--- config.mk ---
export PLATFORM = sky130hd
export DESIGN_NAME = shot_clock_ctrl_flat
export DESIGN_NICKNAME = d
export VERILOG_FILES = /design/src/rtl/shot_clock_pkg.sv /design/src/rtl/shot_clock_ctrl_if.sv /design/src/rtl/seg7_bcd_decoder.sv /design/src/rtl/shot_clock_ctrl.sv /design/src/flat_wrapper.sv
export SDC_FILE = /design/constraint.sdc
export NUM_CORES = 1
export LEC_CHECK = 0
export ABC_AREA = 1
export BUFFER_PORTS_ARGS = -buffer_cell sky130_fd_sc_hd__buf_2
export CORE_UTILIZATION = 50
export DETAILED_ROUTE_END_ITERATION = 8
export MAX_ROUTING_LAYER = met4
export PLACE_DENSITY = 0.79
export REMOVE_ABC_BUFFERS = 1
export SYNTH_ARGS = -nofsm -noshare
export SYNTH_HDL_FRONTEND = slang
export SYNTH_SLANG_ARGS = --single-unit
--- constraint.sdc ---
create_clock -name clk -period 6.37 [get_ports clk]
set_clock_uncertainty 0.05 [all_clocks]
set_input_delay 0.637 -clock clk [delete_from_list [all_inputs] [get_ports clk]]
set_output_delay 0.637 -clock clk [all_outputs]
set_load 0.01 [all_outputs]
--- src/rtl/shot_clock_pkg.sv ---
// Shared types for the shot-clock controller: FSM states, BCD digit type,
// seven-segment patterns ({g,f,e,d,c,b,a}, active high) and a digit clamp.
package shot_clock_pkg;

  typedef enum logic [1:0] {
    ST_IDLE    = 2'd0,
    ST_RUN     = 2'd1,
    ST_HOLD    = 2'd2,
    ST_EXPIRED = 2'd3
  } shot_state_e;

  typedef logic [3:0] bcd_t;

  localparam logic [6:0] SEG_0     = 7'b0111111;
  localparam logic [6:0] SEG_1     = 7'b0000110;
  localparam logic [6:0] SEG_2     = 7'b1011011;
  localparam logic [6:0] SEG_3     = 7'b1001111;
  localparam logic [6:0] SEG_4     = 7'b1100110;
  localparam logic [6:0] SEG_5     = 7'b1101101;
  localparam logic [6:0] SEG_6     = 7'b1111101;
  localparam logic [6:0] SEG_7     = 7'b0000111;
  localparam logic [6:0] SEG_8     = 7'b1111111;
  localparam logic [6:0] SEG_9     = 7'b1101111;
  localparam logic [6:0] SEG_BLANK = 7'b0000000;

  function automatic bcd_t bcd_clamp(input logic [3:0] d);
    return (d > 4'd9) ? 4'd9 : d;
  endfunction

endpackage

--- src/rtl/shot_clock_ctrl_if.sv ---
// Operator-side controls and display-side outputs of the shot clock.
// Controls are sampled on every rising clk edge; there is no ready/back-pressure.
interface shot_clock_ctrl_if;
  import shot_clock_pkg::*;

  logic        start;
  logic        pause;
  logic        reload_full;
  logic        reload_short;
  logic        load_en;
  logic [7:0]  load_val;
  logic        running;
  logic        expired;
  logic        alarm;
  bcd_t        digit_hi;
  bcd_t        digit_lo;
  logic [6:0]  seg_hi;
  logic [6:0]  seg_lo;
  logic        dp;
  shot_state_e state;

  modport master (
    output start, pause, reload_full, reload_short, load_en, load_val,
    input  running, expired, alarm, digit_hi, digit_lo, seg_hi, seg_lo, dp, state
  );

  modport slave (
    input  start, pause, reload_full, reload_short, load_en, load_val,
    output running, expired, alarm, digit_hi, digit_lo, seg_hi, seg_lo, dp, state
  );

endinterface

--- src/rtl/seg7_bcd_decoder.sv ---
// BCD digit to active-high seven-segment pattern; non-decimal codes blank.
module seg7_bcd_decoder
  import shot_clock_pkg::*;
(
  input  bcd_t       bcd,
  output logic [6:0] seg
);

  always_comb begin
    seg = SEG_BLANK;
    case (bcd)
      4'd0: seg = SEG_0;
      4'd1: seg = SEG_1;
      4'd2: seg = SEG_2;
      4'd3: seg = SEG_3;
      4'd4: seg = SEG_4;
      4'd5: seg = SEG_5;
      4'd6: seg = SEG_6;
      4'd7: seg = SEG_7;
      4'd8: seg = SEG_8;
      4'd9: seg = SEG_9;
      default: seg = SEG_BLANK;
    endcase
  end

endmodule

--- src/rtl/shot_clock_ctrl.sv ---
// BCD shot-clock countdown with presets, load, run/hold/expired FSM and alarm.
// Define SHOT_CLOCK_TENTHS_EN for a 0.1 s tick and tenths display below 10 s.
module shot_clock_ctrl
  import shot_clock_pkg::*;
#(
  parameter int         TICK_DIV     = 50_000_000,
  parameter logic [7:0] PRESET_FULL  = 8'h24,
  parameter logic [7:0] PRESET_SHORT = 8'h14,
  parameter int         ALARM_CYCLES = 25_000_000
) (
  input  logic         clk,
  input  logic         rst,
  shot_clock_ctrl_if.slave bus
);

  localparam int PW = $clog2(TICK_DIV);
  localparam int AW = $clog2(ALARM_CYCLES + 1);
  localparam logic [PW-1:0] PRESC_LAST = PW'(TICK_DIV - 1);

  shot_state_e   state_q, state_d;
  bcd_t          sec_hi_q, sec_lo_q;
  bcd_t          load_hi, load_lo, dec_hi, dec_lo;
  logic [PW-1:0] presc_q;
  logic [AW-1:0] alarm_cnt_q;
  logic          alarm_q;
  logic          any_load, counting, tick, cur_zero, last_unit, expire_tick;

  assign any_load = bus.reload_full | bus.reload_short | bus.load_en;
  // Pause and loads take the edge, so the prescaler only advances on plain RUN edges.
  assign counting = (state_q == ST_RUN) && !any_load && !bus.pause;
  assign tick     = counting && (presc_q == PRESC_LAST);

  assign dec_hi = (sec_lo_q == 4'd0) ? sec_hi_q - 4'd1 : sec_hi_q;
  assign dec_lo = (sec_lo_q == 4'd0) ? 4'd9 : sec_lo_q - 4'd1;

`ifdef SHOT_CLOCK_TENTHS_EN
  bcd_t tenths_q;
  assign cur_zero  = (sec_hi_q == 4'd0) && (sec_lo_q == 4'd0) && (tenths_q == 4'd0);
  assign last_unit = (sec_hi_q == 4'd0) && (sec_lo_q == 4'd0) && (tenths_q == 4'd1);
`else
  assign cur_zero  = (sec_hi_q == 4'd0) && (sec_lo_q == 4'd0);
  assign last_unit = (sec_hi_q == 4'd0) && (sec_lo_q == 4'd1);
`endif
  // Ticking while already at zero (a start after loading 00) also expires.
  assign expire_tick = tick && (cur_zero || last_unit);

  always_comb begin
    load_hi = bcd_clamp(bus.load_val[7:4]);
    load_lo = bcd_clamp(bus.load_val[3:0]);
    if (bus.reload_full) begin
      load_hi = PRESET_FULL[7:4];
      load_lo = PRESET_FULL[3:0];
    end else if (bus.reload_short) begin
      load_hi = PRESET_SHORT[7:4];
      load_lo = PRESET_SHORT[3:0];
    end
  end

  always_ff @(posedge clk) begin
    if (rst) state_q <= ST_IDLE;
    else     state_q <= state_d;
  end

  always_comb begin
    state_d = state_q;
    if (any_load) begin
      if (state_q == ST_EXPIRED) state_d = ST_IDLE;
    end else if (bus.pause) begin
      if (state_q == ST_RUN) state_d = ST_HOLD;
    end else if (bus.start && (state_q == ST_IDLE || state_q == ST_HOLD)) begin
      state_d = ST_RUN;
    end else if (expire_tick) begin
      state_d = ST_EXPIRED;
    end
  end

  always_ff @(posedge clk) begin
    if (rst) begin
      sec_hi_q <= PRESET_FULL[7:4];
      sec_lo_q <= PRESET_FULL[3:0];
      presc_q  <= '0;
`ifdef SHOT_CLOCK_TENTHS_EN
      tenths_q <= 4'd0;
`endif
    end else if (any_load) begin
      sec_hi_q <= load_hi;
      sec_lo_q <= load_lo;
      presc_q  <= '0;
`ifdef SHOT_CLOCK_TENTHS_EN
      tenths_q <= 4'd0;
`endif
    end else if (tick) begin
      presc_q <= '0;
      if (!cur_zero) begin
`ifdef SHOT_CLOCK_TENTHS_EN
        if (tenths_q != 4'd0) begin
          tenths_q <= tenths_q - 4'd1;
        end else begin
          tenths_q <= 4'd9;
          sec_hi_q <= dec_hi;
          sec_lo_q <= dec_lo;
        end
`else
        sec_hi_q <= dec_hi;
        sec_lo_q <= dec_lo;
`endif
      end
    end else if (counting) begin
      presc_q <= presc_q + 1'b1;
    end
  end

  // Alarm runs on its own counter so loads never cut it short.
  always_ff @(posedge clk) begin
    if (rst) begin
      alarm_q     <= 1'b0;
      alarm_cnt_q <= '0;
    end else if (expire_tick) begin
      alarm_q     <= 1'b1;
      alarm_cnt_q <= AW'(ALARM_CYCLES - 1);
    end else if (alarm_cnt_q != '0) begin
      alarm_cnt_q <= alarm_cnt_q - 1'b1;
    end else begin
      alarm_q <= 1'b0;
    end
  end

  always_comb begin
    bus.state    = state_q;
    bus.running  = (state_q == ST_RUN);
    bus.expired  = (state_q == ST_EXPIRED);
    bus.alarm    = alarm_q;
    bus.digit_hi = sec_hi_q;
    bus.digit_lo = sec_lo_q;
    bus.dp       = 1'b0;
`ifdef SHOT_CLOCK_TENTHS_EN
    if (sec_hi_q == 4'd0) begin
      bus.digit_hi = sec_lo_q;
      bus.digit_lo = tenths_q;
      bus.dp       = 1'b1;
    end
`endif
  end

  seg7_bcd_decoder u_dec_hi (.bcd(bus.digit_hi), .seg(bus.seg_hi));
  seg7_bcd_decoder u_dec_lo (.bcd(bus.digit_lo), .seg(bus.seg_lo));

endmodule

--- src/flat_wrapper.sv ---
// flat-port wrapper written by rule: the top's interface ports become plain ports
module shot_clock_ctrl_flat import shot_clock_pkg::*;
#(
  parameter int         TICK_DIV     = 50_000_000,
  parameter logic [7:0] PRESET_FULL  = 8'h24,
  parameter logic [7:0] PRESET_SHORT = 8'h14,
  parameter int         ALARM_CYCLES = 25_000_000
)
  (clk, rst, bus_start, bus_pause, bus_reload_full, bus_reload_short, bus_load_en, bus_load_val, bus_running, bus_expired, bus_alarm, bus_digit_hi, bus_digit_lo, bus_seg_hi, bus_seg_lo, bus_dp, bus_state);
  shot_clock_ctrl_if bus_i ();
  input  logic clk;
  input  logic rst;
  input wire logic [$bits(bus_i.start)-1:0] bus_start;
  input wire logic [$bits(bus_i.pause)-1:0] bus_pause;
  input wire logic [$bits(bus_i.reload_full)-1:0] bus_reload_full;
  input wire logic [$bits(bus_i.reload_short)-1:0] bus_reload_short;
  input wire logic [$bits(bus_i.load_en)-1:0] bus_load_en;
  input wire logic [$bits(bus_i.load_val)-1:0] bus_load_val;
  output wire logic [$bits(bus_i.running)-1:0] bus_running;
  output wire logic [$bits(bus_i.expired)-1:0] bus_expired;
  output wire logic [$bits(bus_i.alarm)-1:0] bus_alarm;
  output wire logic [$bits(bus_i.digit_hi)-1:0] bus_digit_hi;
  output wire logic [$bits(bus_i.digit_lo)-1:0] bus_digit_lo;
  output wire logic [$bits(bus_i.seg_hi)-1:0] bus_seg_hi;
  output wire logic [$bits(bus_i.seg_lo)-1:0] bus_seg_lo;
  output wire logic [$bits(bus_i.dp)-1:0] bus_dp;
  output wire logic [$bits(bus_i.state)-1:0] bus_state;
  assign bus_i.start = bus_start;
  assign bus_i.pause = bus_pause;
  assign bus_i.reload_full = bus_reload_full;
  assign bus_i.reload_short = bus_reload_short;
  assign bus_i.load_en = bus_load_en;
  assign bus_i.load_val = bus_load_val;
  assign bus_running = bus_i.running;
  assign bus_expired = bus_i.expired;
  assign bus_alarm = bus_i.alarm;
  assign bus_digit_hi = bus_i.digit_hi;
  assign bus_digit_lo = bus_i.digit_lo;
  assign bus_seg_hi = bus_i.seg_hi;
  assign bus_seg_lo = bus_i.seg_lo;
  assign bus_dp = bus_i.dp;
  assign bus_state = bus_i.state;
  shot_clock_ctrl #(.TICK_DIV(TICK_DIV), .PRESET_FULL(PRESET_FULL), .PRESET_SHORT(PRESET_SHORT), .ALARM_CYCLES(ALARM_CYCLES)) u_core (.clk(clk), .rst(rst), .bus(bus_i));
endmodule
=== Word level (Yosys, flattened, before mapping) ===
Memory sizes are Yosys's and may differ from the RTL's. A register that Yosys moved wholly into a read port is not among the register bits.
Cells that the tools add are included.

* Register bits: 62
* Memory bits (read-only): 224
* Input bits: 15
* Output and inout bits: 28
* Logic and storage cells: 78
* Memories: 2

* Add/subtract/negate cells: 4
* $lt $le $gt $ge: 2
* Eq/ne operators: 9
* Mux-type cells: 28
* Bitwise operators: 2
* Reduce and logical (&&, ||, !) cells: 24

{| class="wikitable"
|+ Memory list
! memory !! words !! width !! rd ports !! clocked after memory_dff !! wr ports !! line !! source
|-
| (no name shown) || 16 || 7 || 1 || 1 || 0 || seg7_bcd_decoder.sv:11 || <nowiki>case (bcd)</nowiki>
|-
| (no name shown) || 16 || 7 || 1 || 1 || 0 || seg7_bcd_decoder.sv:11 ||
|}

{| class="wikitable"
|+ Operators by type and width
! kind !! number
|-
| $mux W4 || 18
|-
| $mux W25 || 2
|-
| $add A26 B1 Y26 const B || 1
|-
| $eq A26 B26 Y1 const B || 1
|-
| $reduce_bool A25 Y1 || 1
|-
| $sub A25 B1 Y25 const B || 1
|-
| $mux W2 || 6
|-
| $gt A4 B4 Y1 const B || 2
|-
| $logic_not A4 Y1 || 2
|-
| $sub A4 B1 Y4 const B || 2
|-
| $logic_and A1 B1 Y1 || 7
|-
| $reduce_and A3 Y1 || 2
|-
| $reduce_bool A2 Y1 || 3
|-
| $eq A2 B2 Y1 const B || 2
|-
| $eq A4 B1 Y1 const B || 1
|-
| $ne A2 B1 Y1 const B || 2
|-
| $reduce_bool A4 Y1 || 1
|-
| $ne A3 B1 Y1 const B || 1
|-
| $reduce_or A3 Y1 || 1
|-
| $eq A2 B1 Y1 const B || 1
|-
| $logic_not A1 Y1 || 2
|-
| $logic_not A2 Y1 || 1
|-
| $logic_or A1 B1 Y1 || 2
|-
| $mux W1 || 2
|-
| 4 further kinds || 5
|}

=== Longest topological paths before layout ===
* Depth after elaboration: 11
* Gate-level depth with buffers: 18
* Mapped depth without buffers: 18

=== By module ===
Synthesis repeated with hierarchy kept, for this count alone.

* Cells, all modules: 671
* Area total of the unflattened synthesis: 4330.4 sq um

{| class="wikitable"
|+ By module, submodules not included
! module !! times used !! cells an instance !! area an instance (sq um) !! seq. area each (sq um)
|-
| shot_clock_ctrl || 1 || 593 || 3910.0 || 1241.2
|-
| seg7_bcd_decoder || 2 || 39 || 210.2 || 0.0
|}

=== Least setup slack after synthesis ===
OpenSTA, ideal clock, no wires.

* Kind: input to register
* Start point: input bus_reload_short
* End point: register, netlist name u_core.u_dec_lo.seg[3]
* Library setup time: 114 ps
* Data arrival time: 2300 ps
* Data required time: 6206 ps
* Setup slack: 3907 ps
* Stages on the path: 15
* Path buffers: 1
* Path through: nor2_4 > nand4_4 > nor2_4 > nand3_2 > nand2_2 > buf_6 > o21ai_2 > nor2_1 > inv_1 > ha_1 > inv_1 > nand2_1 > nand2_1 > nand2_1 > nand2_1

* Cells in the longest elaborated chain, start to end: 10
* Elaborated cells on any way between the ends: 14
* Those cells by class: eq/ne: 1; mux: 5; bitwise: 2; reduce/logical: 6

{| class="wikitable"
|+ RTL lines
! element !! line !! source
|-
| from (decl) || flat_wrapper.sv:16 || <nowiki>input wire logic [$bits(bus_i.reload_short)-1:0] bus_reload_short;</nowiki>
|-
| $or A1 B1 Y1 (2 in a row) || shot_clock_ctrl.sv:28 || <nowiki>assign any_load = bus.reload_full | bus.reload_short | bus.load_en;</nowiki>
|-
| $logic_not A1 Y1 || shot_clock_ctrl.sv:30 || <nowiki>assign counting = (state_q == ST_RUN) && !any_load && !bus.pause;</nowiki>
|-
| $logic_and A1 B1 Y1 (2 in a row) || shot_clock_ctrl.sv:30 ||
|-
| $logic_and A1 B1 Y1 || shot_clock_ctrl.sv:31 || <nowiki>assign tick = counting && (presc_q == PRESC_LAST);</nowiki>
|-
| $reduce_bool A2 Y1 (no line) || - ||
|-
| $reduce_and A2 Y1 (no line) || - ||
|-
| $mux W4 (no line) * (2 in a row) || - ||
|}

Every way passes the cells marked *; elsewhere a longest branch is shown, timed or not.
A chain may end at the register's enable or synchronous reset.

=== Final worst setup path ===
* Start point: register u_core.presc_q[0]
* End point: register, netlist name u_core.u_dec_hi.seg[3]

* Cells in the longest elaborated chain, start to end: 6

{| class="wikitable"
|+ RTL lines
! element !! line !! source
|-
| from (decl) || shot_clock_ctrl.sv:23 || <nowiki>logic [PW-1:0] presc_q;</nowiki>
|-
| from (signal assigned) || shot_clock_ctrl.sv:109 || <nowiki>presc_q <= presc_q + 1'b1;</nowiki>
|-
| $eq A26 B26 Y1 || shot_clock_ctrl.sv:31 ||
|-
| $logic_and A1 B1 Y1 || shot_clock_ctrl.sv:31 ||
|-
| $reduce_bool A2 Y1 (no line) || - ||
|-
| $reduce_and A3 Y1 (no line) || - ||
|-
| $mux W4 (no line) (2 in a row) || - ||
|}

Every way passes these cells.

==> results by group <==
Outcome
  • Outcome: completed

Logic synthesis
  • Register area share after synthesis: between 30% and 40%
  • Yosys cell types: 38
  • Synthesized instance count: between 600 and 700
  • Ys Warns: 0
  • Syn avg cell area: around 6.9 um2
  • Primary FF master, synth: dfxtp_1
  • Synthesis-stage register bit count: 76
  • Async set or reset register ratio after synthesis: 0%
  • Cell Area, Synth: between 4000 and 5000 um2
  • Post-synth EDFFs: 0

Layout
  • Fillers: 792
  • Layout cells sized above 1: about 14%
  • Reg area: ~1500 um2
  • Nets: between 700 and 800
  • Most frequent cells in the layout: 137 x nand2_1, 85 x inv_1, 79 x nor2_1
  • Area Growth Syn to Fin: 11.2%
  • Multi-input gate area: 2500 um2
  • Post-route insts no fill: 795
  • ANT cells: 0
  • Most common cell after layout, fill and taps aside: nand2_1

Worst setup path
  • Worst setup SP type: register
  • CP Data Arrival Time: a little under 3000 ps
  • Crit path kind: reg2reg
  • CP required: around 6600 ps
  • Max FO, Critical Path: 11
  • CP Capture Type: register

Global routing
  • Initial antenna violation count: 0
  • Gr usage total: between 20% and 30%
  • Vias in the first global route: 3860
  • Pin count of the biggest net entering global routing: 27
  • First-pass GRT wire length: 17000 um
  • GR Overflow Total: 0

Die
  • Die extent in y: slightly below 100 um
  • Total I/O pin count: 43
  • Core Area: about 8400 um2
  • Starting Density: 52.8%
  • Total die area: slightly above 9000 um2
  • Cell row count: 33
  • Die Width: about 96 um

Clocking
  • CTS Buf Count: 9
  • CTS tree: yes
  • Hold buffers post-CTS: 0
  • Post-CTS setup buffers: 0
  • H-Tree Depth: 3
  • Worst-path clk slew: approximately 80 ps
  • Clk_lat worst skew: roughly 350 ps
  • Root buf cell: clkbuf_8
  • Clock tree buffer depth: 2
  • Post_cts resized: 0
  • # clock sinks: 76

Routing
  • DR DRC count: 0
  • Drt first-iter violations: 180
  • Vias: 4239
  • Detail Route Antenna Nets: 0
  • Routed WL: around 10000 um
  • Avg Vias per Cell: approximately 5.3
  • DR pass1 iterations: 5
  • Wire per inst: approximately 13 um

Timing
  • Fmax: approximately 370 MHz
  • Setup TNS: 0 ps
  • Max-slew violations: 0
  • Slew @ Worst Pin: between 1000 and 1500 ps
  • Final Worst Setup Slack: 3640 ps
  • RSZ-0062 raised after global routing: no
  • Final hold slack: 432 ps
  • Max_slew headroom: 31.6%
  • Post-route minimum period: 2730 ps
  • Final hold viol count: 0
  • Fin crit share: a little over two fifths
  • Setup violators final: 0

Placed design
  • I/O Buffers: 41
  • Placed insts: between 700 and 800
  • GP Congestion: 0.907
  • Dpl ws: approximately 3400 ps
  • HPWL after DPL: 7430 um

Min path
  • Hold/Removal Path Class: reg2reg

Power
  • Power per Cell Area: 360 nW/um2
  • VDD IR-drop max: roughly 0.13 mV
  • Leak Pwr: between 2 and 2.5 nW

Job
  • Max_cap viols: 0
-- kinds of logic after synthesis --
family / share of synthesized area [%]
other: 0.0848
buffers and inverters: 9.17
adder cells (fa/ha/maj): 4.53
AND/OR/NAND/NOR: 40.0
flip-flops: 34.4
XOR/XNOR: 3.76
AO/OA/AOI/OAI: 8.06
-- flip-flops by register name (all words and copies together), names as in the netlist --
register             count
u_core.u_dec_lo.seg      7
u_core.bus.state         2
u_core.presc_q          26
u_core.alarm_cnt_q      25
u_core.bus.digit_hi      4
u_core.bus.alarm         1
u_core.bus.digit_lo      4
u_core.u_dec_hi.seg      7
-- worst max-delay path: stages (launching register included) --
cell and delay (ps):
dfxtp_1 390, ha_1 210, nand3_1 120, inv_1 90
nand2_1 50, nor2_1 220, nand3_2 120, nand2_2 220
nand2_2 130, nand2_1 80, nand2_1 60, nand2_1 180
inv_1 120, ha_1 300, nand4_1 110, nand2_1 80
nand2_1 50, nand2_1 50
-- cell type report --
| type | instances | share of cell area, % |
|---|---|---|
| timing repair buffer | 41 | 4.17 |
| clock inverter | 4 | 1.50 |
| tap | 105 | 2.67 |
| sequential | 76 | 30.9 |
| inverter | 93 | 7.10 |
| multi-input combinational | 465 | 50.8 |
| clock buffer | 11 | 2.87 |
-- report_power, final --
| group | internal, mW | switching (mW) |
|---|---|---|
| Clock | 0.230 | 0.177 |
| Sequential | 0.559 | 0.0677 |
| Combinational | 0.269 | 0.467 |
-- final timing paths --
kind / endpoint / start / slack, ps / cells past startpoint
worst max-delay path: u_core.u_dec_hi.seg[3] / u_core.presc_q[0] / 3640 / 17
worst min-delay path: u_core.bus.alarm / u_core.bus.alarm / 430 / 2
worst max register to register: u_core.u_dec_hi.seg[3] / u_core.presc_q[0] / 3640 / 17
worst min register to register: u_core.bus.alarm / u_core.bus.alarm / 430 / 2
-- stage by stage --
step | area, um2 | util, % | power, mW
3_5_place_dp | 4700 | 56.1 | 1.36
2_1_floorplan | 4370 | - | 1.19
5_1_grt | 4920 | 58.7 | 1.92
3_3_place_gp | 4700 | 56.1 | 1.34
4_1_cts | 4920 | 58.7 | 1.76
6_report | 4920 | 58.7 | 1.77
-- routing by layer --
layer  part of all wire (%)  up-vias  global-route usage (%)
li1                       -     2170                       -
met1                     46     1953                    29.4
met5                      0        -                       -
met4                    1.8        0                    8.58
met2                     49      103                    40.8
met3                    3.9       13                    2.76
-- synth_stat cells, types with 4 or more instances --
cell type	count	share of area, %
nand2_1	137	12
nor3_1	21	2.4
nor2_4	4	1.0
or2_2	8	1.1
xor2_1	16	3.2
nand3_4	5	2.0
clkbuf_1	6	0.51
nand2_2	5	0.71
nand3b_1	5	0.85
nand3_1	53	6.0
nand4_1	16	2.3
inv_2	7	0.59
dfxtp_1	76	34
nand3_2	5	1.1
a31oi_1	4	0.57
inv_1	85	7.2
nor3b_1	8	1.4
o21ai_0	19	2.1
a21oi_1	36	4.1
ha_1	16	4.5
nor2_2	4	0.57
nor2_1	79	6.7
nor4_1	8	1.1
Power figures use the tool's default switching activity.
